$ cat src/rtl/ofmap_drain.sv
// ofmap_drain: captures one accumulated output feature map (output_size signed words of
// double_word_length bits) on an in_valid pulse, requantizes each word to word_length bits with
// a rounding arithmetic right shift and saturation, and streams the words out in raster order.
// The output is a valid/ready interface that carries row/col tags and a last-beat flag.
//
// Build option: define OFMAP_DRAIN_RELU_EN to clamp negative requantized values to zero.
//
// Ports:
//   clk       clock
//   rst       asynchronous active-high reset
//   in_valid  pulse: data_in holds a complete accumulated map
//   data_in   packed map, word w at [w*double_word_length +: double_word_length]
//   in_ready  high when a map can be captured (idle and not in reset)
//   out_valid data_out/out_row/out_col/out_last are valid
//   out_ready consumer accepts a beat when out_valid & out_ready
//   data_out  requantized element
//   out_row   row tag of the current element
//   out_col   column tag of the current element
//   out_last  high with the final element of the map
//   overrun   sticky: in_valid arrived while in_ready was low (cleared only by rst)
module ofmap_drain #(
  parameter int unsigned word_length        = 8,
  parameter int unsigned double_word_length = 16,
  parameter int unsigned output_col_size    = 5,
  parameter int unsigned output_size        = 25,
  parameter int unsigned SHIFT              = 4,
  parameter int unsigned IDX_W              = 5
) (
  input  logic                                       clk,
  input  logic                                       rst,
  input  logic                                       in_valid,
  input  logic [output_size*double_word_length-1:0]  data_in,
  output logic                                       in_ready,
  output logic                                       out_valid,
  input  logic                                       out_ready,
  output logic [word_length-1:0]                     data_out,
  output logic [IDX_W-1:0]                           out_row,
  output logic [IDX_W-1:0]                           out_col,
  output logic                                       out_last,
  output logic                                       overrun
);

  // One extra bit so adding the rounding constant can never overflow.
  localparam int unsigned TW = double_word_length + 1;
  localparam logic signed [TW-1:0] Rnd    = TW'((32'd1 << SHIFT) >> 1);
  localparam logic signed [TW-1:0] SatMax = (TW'(1) << (word_length - 1)) - TW'(1);
  localparam logic signed [TW-1:0] SatMin = -(TW'(1) << (word_length - 1));

  typedef enum logic [0:0] {StIdle, StStream} state_t;

  state_t                        r_state, w_state_d;
  logic [double_word_length-1:0] r_buf [output_size];
  logic [IDX_W-1:0]              r_idx, r_row, r_col;
  logic                          r_overrun;

  logic                          w_in_ready, w_capture, w_accept, w_last;
  logic [double_word_length-1:0] w_word;
  logic signed [TW-1:0]          w_x, w_t, w_y;
  logic [word_length-1:0]        w_q;

  assign w_in_ready = (r_state == StIdle) && !rst;
  assign w_capture  = in_valid && w_in_ready;
  assign w_accept   = (r_state == StStream) && out_ready;
  assign w_last     = (r_idx == IDX_W'(output_size - 1));

  always_comb begin
    w_state_d = r_state;
    unique case (r_state)
      StIdle:   if (w_capture) w_state_d = StStream;
      StStream: if (w_accept && w_last) w_state_d = StIdle;
      default:  w_state_d = StIdle;
    endcase
  end

  // Requantize the buffered word selected by the beat counter; output depends on registers only.
  always_comb begin
    w_word = r_buf[r_idx];
    w_x    = $signed({w_word[double_word_length-1], w_word});
    w_t    = w_x + Rnd;
    w_y    = w_t >>> SHIFT;
    if (w_y > SatMax) begin
      w_q = {1'b0, {(word_length - 1){1'b1}}};
    end else if (w_y < SatMin) begin
      w_q = {1'b1, {(word_length - 1){1'b0}}};
    end else begin
      w_q = w_y[word_length-1:0];
    end
`ifdef OFMAP_DRAIN_RELU_EN
    if (w_y[TW-1]) w_q = '0;
`endif
  end

  always_ff @(posedge clk or posedge rst) begin
    if (rst) begin
      r_state   <= StIdle;
      r_idx     <= '0;
      r_row     <= '0;
      r_col     <= '0;
      r_overrun <= 1'b0;
      for (int i = 0; i < output_size; i++) r_buf[i] <= '0;
    end else begin
      r_state <= w_state_d;
      if (in_valid && !w_in_ready) r_overrun <= 1'b1;
      if (w_capture) begin
        for (int i = 0; i < output_size; i++) begin
          r_buf[i] <= data_in[i*double_word_length +: double_word_length];
        end
        r_idx <= '0;
        r_row <= '0;
        r_col <= '0;
      end else if (w_accept) begin
        if (w_last) begin
          r_idx <= '0;
          r_row <= '0;
          r_col <= '0;
        end else begin
          r_idx <= r_idx + IDX_W'(1);
          if (r_col == IDX_W'(output_col_size - 1)) begin
            r_col <= '0;
            r_row <= r_row + IDX_W'(1);
          end else begin
            r_col <= r_col + IDX_W'(1);
          end
        end
      end
    end
  end

  assign in_ready  = w_in_ready;
  assign out_valid = (r_state == StStream);
  assign data_out  = out_valid ? w_q : '0;
  assign out_row   = r_row;
  assign out_col   = r_col;
  assign out_last  = out_valid && w_last;
  assign overrun   = r_overrun;

endmodule
$ cat config.mk
export PLATFORM = sky130hd
export DESIGN_NAME = ofmap_drain
export DESIGN_NICKNAME = d
export VERILOG_FILES = /design/src/rtl/ofmap_drain.sv
export SDC_FILE = /design/constraint.sdc
export NUM_CORES = 1
export LEC_CHECK = 0
export BUFFER_PORTS_ARGS = -buffer_cell sky130_fd_sc_hd__buf_2
export CAP_MARGIN = 25
export CORE_MARGIN = 2
export CORE_UTILIZATION = 25
export CTS_BUF_LIST = sky130_fd_sc_hd__clkbuf_4 sky130_fd_sc_hd__clkbuf_8
export DETAILED_ROUTE_END_ITERATION = 8
export GPL_TIMING_DRIVEN = 0
export PLACE_DENSITY = 0.41
export SLEW_MARGIN = 20
export SYNTH_ARGS = -nofsm -noshare
export SYNTH_HDL_FRONTEND = slang
export SYNTH_SLANG_ARGS = --single-unit
$ cat constraint.sdc
create_clock -name clk -period 11 [get_ports clk]
set_clock_uncertainty 0.15 [all_clocks]
set_input_delay 0.55 -clock clk [delete_from_list [all_inputs] [get_ports clk]]
set_output_delay 0.55 -clock clk [all_outputs]
set_load 0.02 [all_outputs]
==> run summary <==
Final WS setup: 5.40 ns
Worst Setup End Kind: output port
Skew-Pair Late Insertion Delay: 0.65 ns
# nets final: 2964
root buf cell: clkbuf_8
Synth Flop Type: dfrtp_1
Reg-to-Reg End: out_row[3]
Worst-path clk slew: 0.06 ns
Cells after DPL: 3032
Synth Area in Compound Gates: 4.66%
CTS Buffer Depth: 3
area growth from synthesis to layout: 46.1%
Finished Layout Cells: 3472
Post-synth ARST share: 100%
register area share after synthesis: 52.0%
# DRC: 0
CP max FO: 10
Worst setup SP type: flip-flop
clk sinks: 342
largest net degree at the start of global routing: 82
Synth cell types: 81
htree depth: 3
post-synthesis adder-cell area fraction: 0.456%
required time worst endpoint: 10.30 ns
most frequent cells in the layout: nand2_1 (1020), buf_2 (356), dfrtp_1 (342), dlygate4sd3_1 (316), clkbuf_8 (88)
Post-Synth Simple-Gate Area: 27.1%
final core utilization: 36.7%
relative slew slack: 34.8%
Final Max Slew Viols: 0
Yosys Warn Count: 0
dpl hpwl: 57000 um
DR iter-0 viols: 1195
Peak VDD IR: 0.0883 mV
register bit total from synthesis: 342
routed len/inst: 22.5 um
Final Hold Viols: 0
number of buffers created by CTS: 68
MaxCap Viol Count: 0
met1 usage: 30.6%
number of cells on the worst reg-to-reg path: 11
Max Clk Rate: 179 MHz
first drt pass iteration count: 5
Core ar.: 0.0655 sq mm
EDFF count, synth: 0
reg2reg setup slack: 7.43 ns
Initial Utilization: 25.1%
GRT overflow: 0
Mapped Area: 0.0165 sq mm
Die Area: 0.0679 sq mm
Largest stage delay, worst path: 0.57 ns
final hold slack: 0.0388 ns
share of cells above drive strength 1: 22.3%
reg2reg start: r_idx[4]
Tcrit/Tclk final: 50.9%
Die Y: 261 um
Post-Place Worst Slack: 6.15 ns
Worst-Margin Slew: 0.978 ns
slowest library cell on the worst path: or4_2
CTS tree: built
via count: 16.0k
most common cell after layout, fill and taps aside: nand2_1
global-route wire length before repair: 111000 um
mux contribution to synthesized area: 11.2%
Via density: 4.60
Global Route met3 Usage: 3.10%
status: complete, no violations
Worst EP arrival: 4.90 ns
Placer Congestion: 0.862
post-synth net total: 2224
Hold Path Stages: 3
Tot GR Track Use: 22.9%
post-route minimum period: 5.60 ns
hold_sp: data_in[4]
width of the die: 261 um
total power: 5970 uW
most crowded layer after global routing: met2
antenna violations before repair: 2
Crit Path Class: flip-flop to output port
number of global-route vias before repair: 16.6k
# IOs: 426
crit-path cells: buf_6 > buf_6 > buf_2 > buf_2 > mux4_2 > mux2i_1 > a22oi_1 > nand2_1 > xor2_1 > or4_2 > a32oi_1 > or2_1 > buf_6 > o32ai_1 > buf_2
Avg Inst Size Synth: 9.08 sq um
Pleak: 0.0122 uW
Setup Fix Bufs, Post-CTS: 0
xor/xnor share of the synthesized area: 0.319%
Rows: 94
Port Buffers: 350
Syn Inst Count: 1814
met2 Use GR: 38.0%
final setup vio count: 0
RSZ-0062 raised after global routing: no
power density over the cells: 248 mW/mm^2
ANT nets after route: 0
largest family of logic cells by synthesized area: simple AND/OR/NAND/NOR gates
worst min-delay path category: input port to flip-flop
WHS Endpoint: r_buf[388]
total detailed-routing wirelength: 78300 um
logic make-up after synthesis:
| logic type | count (synthesis) |
|---|---|
| DFF | 342 |
| xor gates and xnor gates | 6 |
| AOI/OAI and AO/OA | 105 |
| adders and majority gates | 6 |
| and+or+nand+nor | 1122 |
| buffers and inverters | 124 |
| muxes | 109 |
Yosys cell counts (2+ instances only):
cell,count,area [sq um]
buf_12,7,140
mux2_2,11,124
mux4_2,37,833
dfrtp_1,342,8560
ha_1,6,75.1
o32ai_1,3,26.3
a22oi_1,10,75.1
o22ai_1,2,12.5
nand2b_1,7,43.8
a2111oi_2,2,30.0
nand2_1,1020,3830
and2_2,2,15.0
buf_6,11,124
o21ai_1,3,15.0
nor3_1,4,20.0
inv_1,11,41.3
xor2_1,4,35.0
and2_1,3,18.8
a221oi_1,4,35.0
buf_4,4,30.0
xnor2_1,2,17.5
and4_1,2,17.5
buf_2,6,30.0
o31ai_1,4,30.0
nand4_1,6,37.5
a31oi_1,3,18.8
a211oi_1,2,15.0
a21oi_1,22,110
a211o_1,3,26.3
and2b_2,4,35.0
a32oi_1,2,17.5
a31o_2,2,17.5
mux2i_1,44,440
o211ai_1,3,22.5
nor2b_1,8,50.1
nand3_1,24,120
or3_1,3,18.8
a22o_1,4,35.0
mux4_1,17,447
o21ai_0,17,85.1
and3_1,3,18.8
nor2_1,20,75.1
clkbuf_1,81,304
clkinv_1,2,7.51
registers in the layout, summed over array words and instances (netlist names):
signal     cells
overrun        1
r_idx          5
out_row        5
out_col        5
out_valid      1
r_buf        325
area by class of cell:
cell class                      count  area (sq um)
Clock buffer                      111          1380
Timing Repair Buffer              670          5020
Antenna cell                        2          5.00
Buffer                            111           657
Fill cell                        6741         41500
Multi-Input combinational cell   1348          7200
Sequential cell                   342          8560
Tap cell                          864          1080
Inverter                           13          56.3
Clock inverter                     11          95.1
worst max path at each step:
| stage | from | slack, ns | endpoint | cells past startpoint |
|---|---|---|---|---|
| finish | r_idx[1] | 5.40 | data_out[3] | 15 |
| global route | r_idx[0] | 5.29 | data_out[0] | 14 |
| CTS | r_idx[1] | 5.42 | data_out[0] | 15 |
| detailed placement | r_idx[1] | 6.15 | data_out[0] | 15 |
| global placement | rst | -3.73 | r_buf[153] | 2 |
| floorplan | rst | 0.81 | out_col[0] | 1 |
stage by stage:
| step | instance area (sq um) | TNS (ns) |
|---|---|---|
| 2_1_floorplan | 16500 | 0 |
| 4_1_cts | 24100 | 0 |
| 6_report | 24100 | 0 |
| 5_1_grt | 24100 | 0 |
| 3_5_place_dp | 19400 | 0 |
| 3_3_place_gp | 19300 | -2250.27 |
where the power goes:
group          leakage [uW]  switching, uW  internal (uW)  total (uW)
Combinational       0.00707           1450            991        2440
Sequential          0.00434            350           1770        2110
Clock              0.000779            598            816        1410
per-layer routing:
layer / wire length, um / vias up
li1: - / 7392
met1: 34700 / 7921
met2: 37600 / 548
met3: 3690 / 122
met4: 2310 / 0
met5: 0 / -
worst max-delay path: cells and delay by family (launching register included):
kind | cells | cell delay [ns]
DFF | 1 | 0.43
buffers and inverters | 6 | 1.55
muxes | 2 | 0.70
xor gates and xnor gates | 1 | 0.09
and+or+nand+nor | 3 | 0.99
AOI/OAI and AO/OA | 3 | 0.45
timing repair:
item / CTS / global route
hold buffers: 316 / 0
gates resized for setup: 0 / 0
endpoints found under the hold margin: 371 / 0
Power figures use the tool's default switching activity.
